`config.mk`:
```
export PLATFORM = sky130hd
export DESIGN_NAME = shift_tx
export DESIGN_NICKNAME = d
export VERILOG_FILES = /design/src/rtl/shift_tx.sv
export SDC_FILE = /design/constraint.sdc
export NUM_CORES = 1
export LEC_CHECK = 0
export CAP_MARGIN = 5
export CELL_PAD_IN_SITES_DETAIL_PLACEMENT = 1
export CELL_PAD_IN_SITES_GLOBAL_PLACEMENT = 2
export CORE_MARGIN = 3
export CORE_UTILIZATION = 35
export CTS_CLUSTER_SIZE = 30
export DETAILED_ROUTE_END_ITERATION = 8
export DONT_BUFFER_PORTS = 1
export PLACE_DENSITY = 0.85
export SLEW_MARGIN = 20
export SYNTH_ARGS = -nofsm -noshare
export SYNTH_HDL_FRONTEND = slang
export SYNTH_SLANG_ARGS = --single-unit
```
`constraint.sdc`:
```
create_clock -name clk -period 3.5 [get_ports clk]
set_clock_uncertainty 0.1 [all_clocks]
set_input_delay 0.7 -clock clk [delete_from_list [all_inputs] [get_ports clk]]
set_output_delay 0.7 -clock clk [all_outputs]
set_load 0.03 [all_outputs]
```
`src/rtl/shift_tx.sv`:
```
// rtl/shift_tx.sv - parallel-in / serial-out frame transmitter, LSB first
//
// Purpose:
//   Accepts a WIDTH-bit word over a load_valid/load_ready handshake and
//   presents it on ser_out one bit per enabled clock, LSB first. With the
//   SHIFT_TX_PARITY_EN macro defined, an even-parity bit is appended and
//   ser_last moves to that parity bit.
//
// Ports:
//   clk        in   single clock, rising edge
//   rst        in   synchronous active-high reset
//   load_data  in   [WIDTH] parallel word to transmit
//   load_valid in   load_data is valid
//   load_ready out  word can be accepted (idle only)
//   shift_en   in   advance to the next serial bit on this edge
//   ser_out    out  current serial bit
//   ser_valid  out  ser_out carries a frame bit
//   ser_last   out  current bit is the final bit of the frame
//   busy       out  frame in progress (inverse of load_ready)
//
// Configuration macro: SHIFT_TX_PARITY_EN

module shift_tx #(
   parameter int WIDTH = 4
) (
   input  logic             clk,
   input  logic             rst,
   input  logic [WIDTH-1:0] load_data,
   input  logic             load_valid,
   output logic             load_ready,
   input  logic             shift_en,
   output logic             ser_out,
   output logic             ser_valid,
   output logic             ser_last,
   output logic             busy
);

   localparam int CW = $clog2(WIDTH);
   localparam logic [CW-1:0] LAST = CW'(WIDTH - 1);

`ifdef SHIFT_TX_PARITY_EN
   typedef enum logic [1:0] {IDLE, SHIFT, PARITY} state_t;
`else
   typedef enum logic {IDLE, SHIFT} state_t;
`endif

   state_t           state_q, state_d;
   logic [WIDTH-1:0] sreg_q, sreg_d;
   logic [CW-1:0]    cnt_q, cnt_d;
`ifdef SHIFT_TX_PARITY_EN
   logic             par_q, par_d;
`endif

   logic load_ready_q, load_ready_d;
   logic ser_out_q, ser_out_d;
   logic ser_valid_q, ser_valid_d;
   logic ser_last_q, ser_last_d;

   always_comb begin
      state_d = state_q;
      sreg_d  = sreg_q;
      cnt_d   = cnt_q;
`ifdef SHIFT_TX_PARITY_EN
      par_d   = par_q;
`endif

      case (state_q)
         IDLE: begin
            if (load_valid) begin
               sreg_d  = load_data;
               cnt_d   = '0;
`ifdef SHIFT_TX_PARITY_EN
               par_d   = ^load_data;
`endif
               state_d = SHIFT;
            end
         end
         SHIFT: begin
            if (shift_en) begin
               if (cnt_q == LAST) begin
`ifdef SHIFT_TX_PARITY_EN
                  state_d = PARITY;
`else
                  state_d = IDLE;
`endif
               end else begin
                  sreg_d = {1'b0, sreg_q[WIDTH-1:1]};
                  cnt_d  = cnt_q + CW'(1);
               end
            end
         end
`ifdef SHIFT_TX_PARITY_EN
         PARITY: begin
            if (shift_en) state_d = IDLE;
         end
`endif
         default: state_d = IDLE;
      endcase

      // Outputs are computed from the next state so they can be registered
      // alongside it and appear in the same cycle as the state they describe.
      load_ready_d = 1'b0;
      ser_out_d    = 1'b0;
      ser_valid_d  = 1'b0;
      ser_last_d   = 1'b0;
      case (state_d)
         IDLE: load_ready_d = 1'b1;
         SHIFT: begin
            ser_out_d   = sreg_d[0];
            ser_valid_d = 1'b1;
`ifdef SHIFT_TX_PARITY_EN
            ser_last_d  = 1'b0;
`else
            ser_last_d  = (cnt_d == LAST);
`endif
         end
`ifdef SHIFT_TX_PARITY_EN
         PARITY: begin
            ser_out_d   = par_d;
            ser_valid_d = 1'b1;
            ser_last_d  = 1'b1;
         end
`endif
         default: load_ready_d = 1'b1;
      endcase
   end

   always_ff @(posedge clk) begin
      if (rst) begin
         state_q      <= IDLE;
         sreg_q       <= '0;
         cnt_q        <= '0;
`ifdef SHIFT_TX_PARITY_EN
         par_q        <= 1'b0;
`endif
         load_ready_q <= 1'b1;
         ser_out_q    <= 1'b0;
         ser_valid_q  <= 1'b0;
         ser_last_q   <= 1'b0;
      end else begin
         state_q      <= state_d;
         sreg_q       <= sreg_d;
         cnt_q        <= cnt_d;
`ifdef SHIFT_TX_PARITY_EN
         par_q        <= par_d;
`endif
         load_ready_q <= load_ready_d;
         ser_out_q    <= ser_out_d;
         ser_valid_q  <= ser_valid_d;
         ser_last_q   <= ser_last_d;
      end
   end

   assign load_ready = load_ready_q;
   assign busy       = ~load_ready_q;
   assign ser_out    = ser_out_q;
   assign ser_valid  = ser_valid_q;
   assign ser_last   = ser_last_q;

endmodule

```
==> results of run 1 <==
## layout by cell type (no fill, tap or decap)
cell type	n
sky130_fd_sc_hd__xnor2_1	1
sky130_fd_sc_hd__a21boi_4	1
sky130_fd_sc_hd__nor2b_1	2
sky130_fd_sc_hd__a211oi_1	1
sky130_fd_sc_hd__dfxtp_1	10
sky130_fd_sc_hd__inv_1	3
sky130_fd_sc_hd__nand2b_1	3
sky130_fd_sc_hd__nor4_2	1
sky130_fd_sc_hd__a2111oi_2	1
sky130_fd_sc_hd__o211ai_1	3
sky130_fd_sc_hd__mux2i_1	1
sky130_fd_sc_hd__a32oi_1	2
sky130_fd_sc_hd__a2bb2oi_1	1
sky130_fd_sc_hd__o22ai_1	1
sky130_fd_sc_hd__a21bo_2	1
sky130_fd_sc_hd__nor2_1	4
sky130_fd_sc_hd__a21oi_1	5
sky130_fd_sc_hd__or2_2	1
sky130_fd_sc_hd__nor3_1	2
sky130_fd_sc_hd__nand2_1	3
sky130_fd_sc_hd__clkbuf_8	1
sky130_fd_sc_hd__clkbuf_4	3
## sequential cells by signal, indices dropped and copies added (netlist names)
register    cells
load_ready      1
ser_out         1
sreg_q          4
state_q         1
cnt_q           2
ser_last        1
## area by class of cell
class | count | share of cell area
Clock buffer | 4 | 0.07232
Inverter | 3 | 0.02244
Multi-Input combinational cell | 34 | 0.4713
Sequential cell | 10 | 0.3990
Tap cell | 14 | 0.03491
## cells by family after synthesis
kind of cell | Yosys count | synth area share
muxes | 1 | 0.02168
and+or+nand+nor | 16 | 0.1870
DFF | 10 | 0.4336
xor gates and xnor gates | 1 | 0.01897
buffers and inverters | 6 | 0.05417
AOI/OAI and AO/OA | 16 | 0.2846
## per-layer routing
layer	vias to the layer above	GRT usage	part of all wire
met5	-	0	0
met4	0	0.03727	0.0097
met3	3	0.07296	0.084
met2	16	0.1884	0.50
met1	175	0.1373	0.41
li1	178	-	-
## final timing paths
path,startpoint,end,slack [ps]
setup reg to reg,state_q,load_ready,1950
hold / removal,rst,cnt_q[0],380
hold reg to reg,sreg_q[1],sreg_q[1],400
setup / recovery,state_q,ser_valid,1660
## through the flow
step | cell area [sq um] | setup WS [ps]
after CTS | 501.7 | 1644
after global placement | 465.4 | 1973
after detailed placement | 465.4 | 1947
final | 501.7 | 1660
after floorplan | 461.7 | 2001
after global routing | 501.7 | 1579
## power by group
part | switching, W | total [W] | internal (W) | leakage (nW)
Clock | 0.0000436 | 0.000107 | 0.0000633 | 0.0210
Sequential | 0.0000117 | 0.000132 | 0.000120 | 0.0822
Combinational | 0.0000130 | 0.0000249 | 0.0000118 | 0.0825
Total | 0.0000684 | 0.000264 | 0.000195 | 0.186
==> summary.md, run 1 <==
| Metric | Value |
|---|---|
| Async SR Flop Fraction | `0` |
| Leading cell type by number of instances after synthesis | `sky130_fd_sc_hd__dfxtp_1` |
| Register Area | `~200 sq um` |
| Total number of placement rows | `12` |
| Buffers added on ports | `0` |
| Final Hold Viols | `0` |
| Initial standard-cell utilization of the core | `0.3942` |
| Via count of the first global-routing pass | `370` |
| Post-synth cell types | `23` |
| Worst setup EP type | `output pin` |
| Vertical die dimension | `around 42 um` |
| Number of levels in the clock H-tree | `1` |
| CTS Sinks | `10` |
| Logic depth of the worst path, buffers included | `0` |
| Number of DRC markers after the initial detailed-route iteration | `7` |
| Sum Neg Setup Slack | `0 ps` |
| Wire length of the first global-routing pass | `between 1.5 and 2 mm` |
| Post-route minimum period | `around 1800 ps` |
| Mean post-synth cell area | `approximately 9.2 sq um` |
| Critical path launch point type | `flop` |
| Growth of design area from synthesis to finish | `8.672%` |
| Number of optimization iterations in the first detailed-route pass | `2` |
| Clock latency on the worst-skew pair | `270 ps` |
| Count of flip-flops with a built-in enable after synthesis | `0` |
| Routed wire per std cell | `between 15 and 20 um` |
| Post-CTS Repair Setup Buffers | `0` |
| PwrDens | `roughly 530 nW/um^2` |
| Max Root-Sink Buffers | `2` |
| Cell taking the most area after synthesis | `sky130_fd_sc_hd__dfxtp_1` |
| Total congestion overflow after global routing | `0` |
| Path category of the worst min-delay check | `in -> reg` |
| Hold_ws | `around 380 ps` |
| Detailed-route via count | `roughly 370` |
| Count of cells along the worst hold path | `1` |
| Post-route fraction of the period consumed by the critical path | `0.5258` |
| Final routed wirelength across all metal layers | `approximately 1.0 mm` |
| Antenna Diode Count | `0` |
| Cell types with the largest area share after synthesis | `sky130_fd_sc_hd__dfxtp_1 43%, sky130_fd_sc_hd__a21oi_1 5.4%, sky130_fd_sc_hd__o211ai_1 4.9%, sky130_fd_sc_hd__a21boi_4 4.1%, sky130_fd_sc_hd__nand2b_1 4.1%` |
| Synth warn | `0` |
| Clock-pin slew of the registers on the worst-case setup and hold paths | `70 ps` |
| Largest net degree at the start of global routing | `14` |
| Number of maximum-capacitance violations | `0` |
| Worst IR drop on VDD | `173.3 uV` |
| Fraction of layout cells with a size suffix above 1 | `0.1765` |
| Remaining number of nets flagged by the antenna check after routing | `0` |
| I/O pin count | `13` |
| Final core utilization | `0.4284` |
| Clk root buf | `sky130_fd_sc_hd__clkbuf_4` |
| Number of slew-limit violations in the final report | `0` |
| Nets in the synthesized netlist | `between 50 and 60` |
| Count of mapped cells out of synthesis | `50` |
| Highest fanout seen on the critical path | `13` |
| Post-Synthesis Cell Area | `461.7 sq um` |
| Critical path data required time | `2700 ps` |
| Total of endpoints with negative setup slack in the final report | `0` |
| Cts-stage hold buffer count | `0` |
| Average vias per placed instance | `around 5.7` |
| Path depth of the worst reg2reg path | `2` |
| Transition time of the tightest slew-check pin | `686.3 ps` |
| Final std cells w/o fill | `65` |
| Unrepaired setup endpoints after global routing | `false` |
| CTS tree | `yes` |
| Number of placed cells counting well taps | `61` |
| Static leakage | `approximately 0.19 nW` |
| Core Footprint | `1171 sq um` |
| # nets final | `60` |
| List of most frequent post-synthesis cells | `10 x sky130_fd_sc_hd__dfxtp_1, 5 x sky130_fd_sc_hd__a21oi_1, 4 x sky130_fd_sc_hd__nor2_1` |
| Number of register bits inferred by synthesis | `10` |
| Placed wire-length estimate | `between 800 and 900 um` |
| Maximum clock frequency | `543.4 MHz` |
| All-layer global routing usage | `0.1212` |
| Resized Gates After CTS | `0` |
| Die footprint | `1791 sq um` |
| Proportion of netlist area held by the largest area contributor | `0.4336` |
| Arrival time worst endpoint | `between 1000 and 1500 ps` |
| Die Span X | `between 40 and 50 um` |
| Max_slew headroom | `0.5419` |
| Gpl congestion | `about 0.76` |
| Status | `completed` |
| Dominant register cell in the synthesized netlist | `sky130_fd_sc_hd__dfxtp_1` |
| Number of antenna violations at the first check in global routing | `0` |
| Number of fillers in the final layout | `around 140` |
| Category of the most critical setup path | `reg -> out` |
| Sequential element share of the synthesized area | `0.4336` |
| Total clock buffers created by CTS | `3` |
| Total design power | `about 0.00026 W` |
| Multi-input gate area in the final layout | `roughly 240 sq um` |
| DRC violation count after routing | `0` |
No activity file was read; power rests on OpenSTA's default activity.
==> inputs of run 2 (changes only) <==
Settings changed: CORE_UTILIZATION 35 to 32, PLACE_DENSITY 0.85 to 0.79.
Clock period 3.5 ns to 1.75 ns, I/O delays scaled along.
==> run 2 against run 1 <==
  * Routed wire length fell by 3.5%
  * Sequential share of layout area fell by 0.68 points
  * Via count fell by 1.3%
  * Non-clock buffer count rose by 1
  * Final cell count rose by 3.1%
  * Critical path depth rose by 1
  * Highest routed layer unchanged
==> summary.md, run 2 (synthesis results as in run 1) <==
| Metric | Value |
|---|---|
| Critical path, cell by cell | `buf_4` |
| Number of maximum-capacitance violations | `0 (unchanged)` |
| Total number of placement rows | `13 (was 12)` |
| CTS Sinks | `10 (unchanged)` |
| Post-route fraction of the period consumed by the critical path | `0.8768` |
| Static leakage | `0.1908 nW (was 0.1857 nW)` |
| Top library cells by usage in the layout, fill and taps aside | `10 x sky130_fd_sc_hd__dfxtp_1, 5 x sky130_fd_sc_hd__a21oi_1, 4 x sky130_fd_sc_hd__nor2_1 (unchanged)` |
| Vertical die dimension | `43.99 um (was 42.32 um)` |
| Post-route minimum period | `approximately 1500 ps` |
| Cell at the slowest stage of the critical path | `sky130_fd_sc_hd__dfxtp_1` |
| # nets final | `61 (was 60)` |
| Placed wire-length estimate | `758.8 um (was 802.6 um)` |
| Gpl congestion | `0.6785 (was 0.7636)` |
| Unrepaired setup endpoints after global routing | `false (unchanged)` |
| Worst setup EP type | `output pin (unchanged)` |
| Wire length of the first global-routing pass | `1.656 mm (was 1.621 mm)` |
| Critical path buffers and inverters | `1` |
| Final std cells w/o fill | `67 (was 65)` |
| Resized Gates After CTS | `0 (unchanged)` |
| Core Footprint | `1334 sq um (was 1171 sq um)` |
| Number of flip-flops under the largest register name | `4 (unchanged)` |
| Met2 routed wirelength | `448 um (was 516 um)` |
| Number of fillers in the final layout | `169 (was 143)` |
| Total of endpoints with negative setup slack in the final report | `0 (unchanged)` |
| Number of optimization iterations in the first detailed-route pass | `3 (was 2)` |
| Category of the most critical setup path | `reg -> out (unchanged)` |
| DRC violation count after routing | `0 (unchanged)` |
| Highest signal layer in the routed design | `met4 (unchanged)` |
| Final Hold Viols | `0 (unchanged)` |
| Maximum clock frequency | `651.7 MHz` |
| Clock latency on the worst-skew pair | `260 ps (was 270 ps)` |
| Remaining number of nets flagged by the antenna check after routing | `0 (unchanged)` |
| Largest net degree at the start of global routing | `13 (was 14)` |
| All-layer global routing usage | `0.1224 (was 0.1212)` |
| Average vias per placed instance | `5.478 (was 5.723)` |
| Biggest registers after layout | `sreg_q x4, cnt_q x2 (unchanged)` |
| Total congestion overflow after global routing | `0 (unchanged)` |
| Initial standard-cell utilization of the core | `0.3462 (was 0.3942)` |
| Leading cell type in the layout, fill and taps excluded | `sky130_fd_sc_hd__dfxtp_1 (unchanged)` |
| CTS tree | `yes (unchanged)` |
| Cts-stage hold buffer count | `0 (unchanged)` |
| Routed met1 length | `476 um (was 420 um)` |
| Worst IR drop on VDD | `523.2 uV (was 173.3 uV)` |
| Clock-pin slew of the registers on the worst-case setup and hold paths | `70 ps (about the same)` |
| Delay of the slowest critical-path stage | `570 ps` |
| Sum Neg Setup Slack | `0 ps (unchanged)` |
| Clk root buf | `sky130_fd_sc_hd__clkbuf_4 (unchanged)` |
| Number of antenna violations at the first check in global routing | `0 (unchanged)` |
| Die Span X | `43.99 um (was 42.32 um)` |
| Path category of the worst min-delay check | `in -> reg (unchanged)` |
| Fraction of layout cells with a size suffix above 1 | `0.1923 (was 0.1765)` |
| Final core utilization | `0.3827 (was 0.4284)` |
| Worst path top cell family by delay | `flip-flops` |
| Arrival time worst endpoint | `1080 ps (was 1040 ps)` |
| PwrDens | `1022 nW/um^2 (was 525.2 nW/um^2)` |
| Die footprint | `1935 sq um (was 1791 sq um)` |
| Highest fanout seen on the critical path | `12 (was 13)` |
| Critical path data required time | `1300 ps (was 2700 ps)` |
| Via count of the first global-routing pass | `348 (was 370)` |
| Multi-input gate area in the final layout | `236.5 sq um (unchanged)` |
| Routed wire per std cell | `14.91 um (was 15.92 um)` |
| Number of slew-limit violations in the final report | `0 (unchanged)` |
| Status | `completed (unchanged)` |
| Amount of wire on met3 after detailed routing | `66 um (was 87 um)` |
| Total clock buffers created by CTS | `3 (unchanged)` |
| Number of DRC markers after the initial detailed-route iteration | `5 (was 7)` |
| Register Area | `200.2 sq um (unchanged)` |
| Final routed wirelength across all metal layers | `999 um (was 1.035 mm)` |
| Buffers added on ports | `0 (unchanged)` |
| Max Root-Sink Buffers | `2 (unchanged)` |
| I/O pin count | `13 (unchanged)` |
| Antenna Diode Count | `0 (unchanged)` |
| Transition time of the tightest slew-check pin | `408.1 ps (was 686.3 ps)` |
| Detailed-route via count | `367 (was 372)` |
| Number of placed cells counting well taps | `63 (was 61)` |
| Growth of design area from synthesis to finish | `10.57% (was 8.672%)` |
| Number of levels in the clock H-tree | `1 (unchanged)` |
| Max_slew headroom | `0.7276 (was 0.5419)` |
| Post-CTS Repair Setup Buffers | `0 (unchanged)` |
| Register containing the most flip-flops in the final layout | `sreg_q (unchanged)` |
| Critical path launch point type | `flop (unchanged)` |
run 2: routing by layer:
metal	track usage	vias up
li1	-	183
met1	0.1479	171
met2	0.1802	11
met3	0.07469	2
met4	0.03614	0
met5	0	-
run 2: area by class of cell:
| type | count | area share |
|---|---|---|
| Multi-Input combinational cell | 34 | 0.4632 |
| Sequential cell | 10 | 0.3922 |
| Clock buffer | 4 | 0.07108 |
| Tap cell | 15 | 0.03676 |
| Inverter | 3 | 0.02206 |
| Timing Repair Buffer | 1 | 0.01471 |
run 2: report_power, final:
part / switching, W / internal [W]
clock network: 0.0000810 / 0.000126
registers: 0.0000197 / 0.000240
logic: 0.0000293 / 0.0000255
run 2: path summary, 6_finish.rpt:
| kind | start | to | slack, ps | cells after the start |
|---|---|---|---|---|
| worst max register to register | state_q | load_ready | 460 | 2 |
| worst min-delay path | rst | cnt_q[0] | 50 | 1 |
| worst min register to register | sreg_q[3] | sreg_q[3] | 380 | 2 |
| worst max-delay path | state_q | ser_valid | 220 | 1 |
run 2: per-stage QoR:
step	cell area (sq um)	hold slack (ps)	setup slack, ps	power (W)
detailed placement	474.2	322.9	490.7	0.0003205
global placement	474.2	320.3	512.9	0.0003194
floorplan	461.7	364.3	363.5	0.0003130
CTS	510.5	37.49	217.2	0.0005298
global route	510.5	24.25	158.6	0.0005506
finish	510.5	45.02	215.6	0.0005219
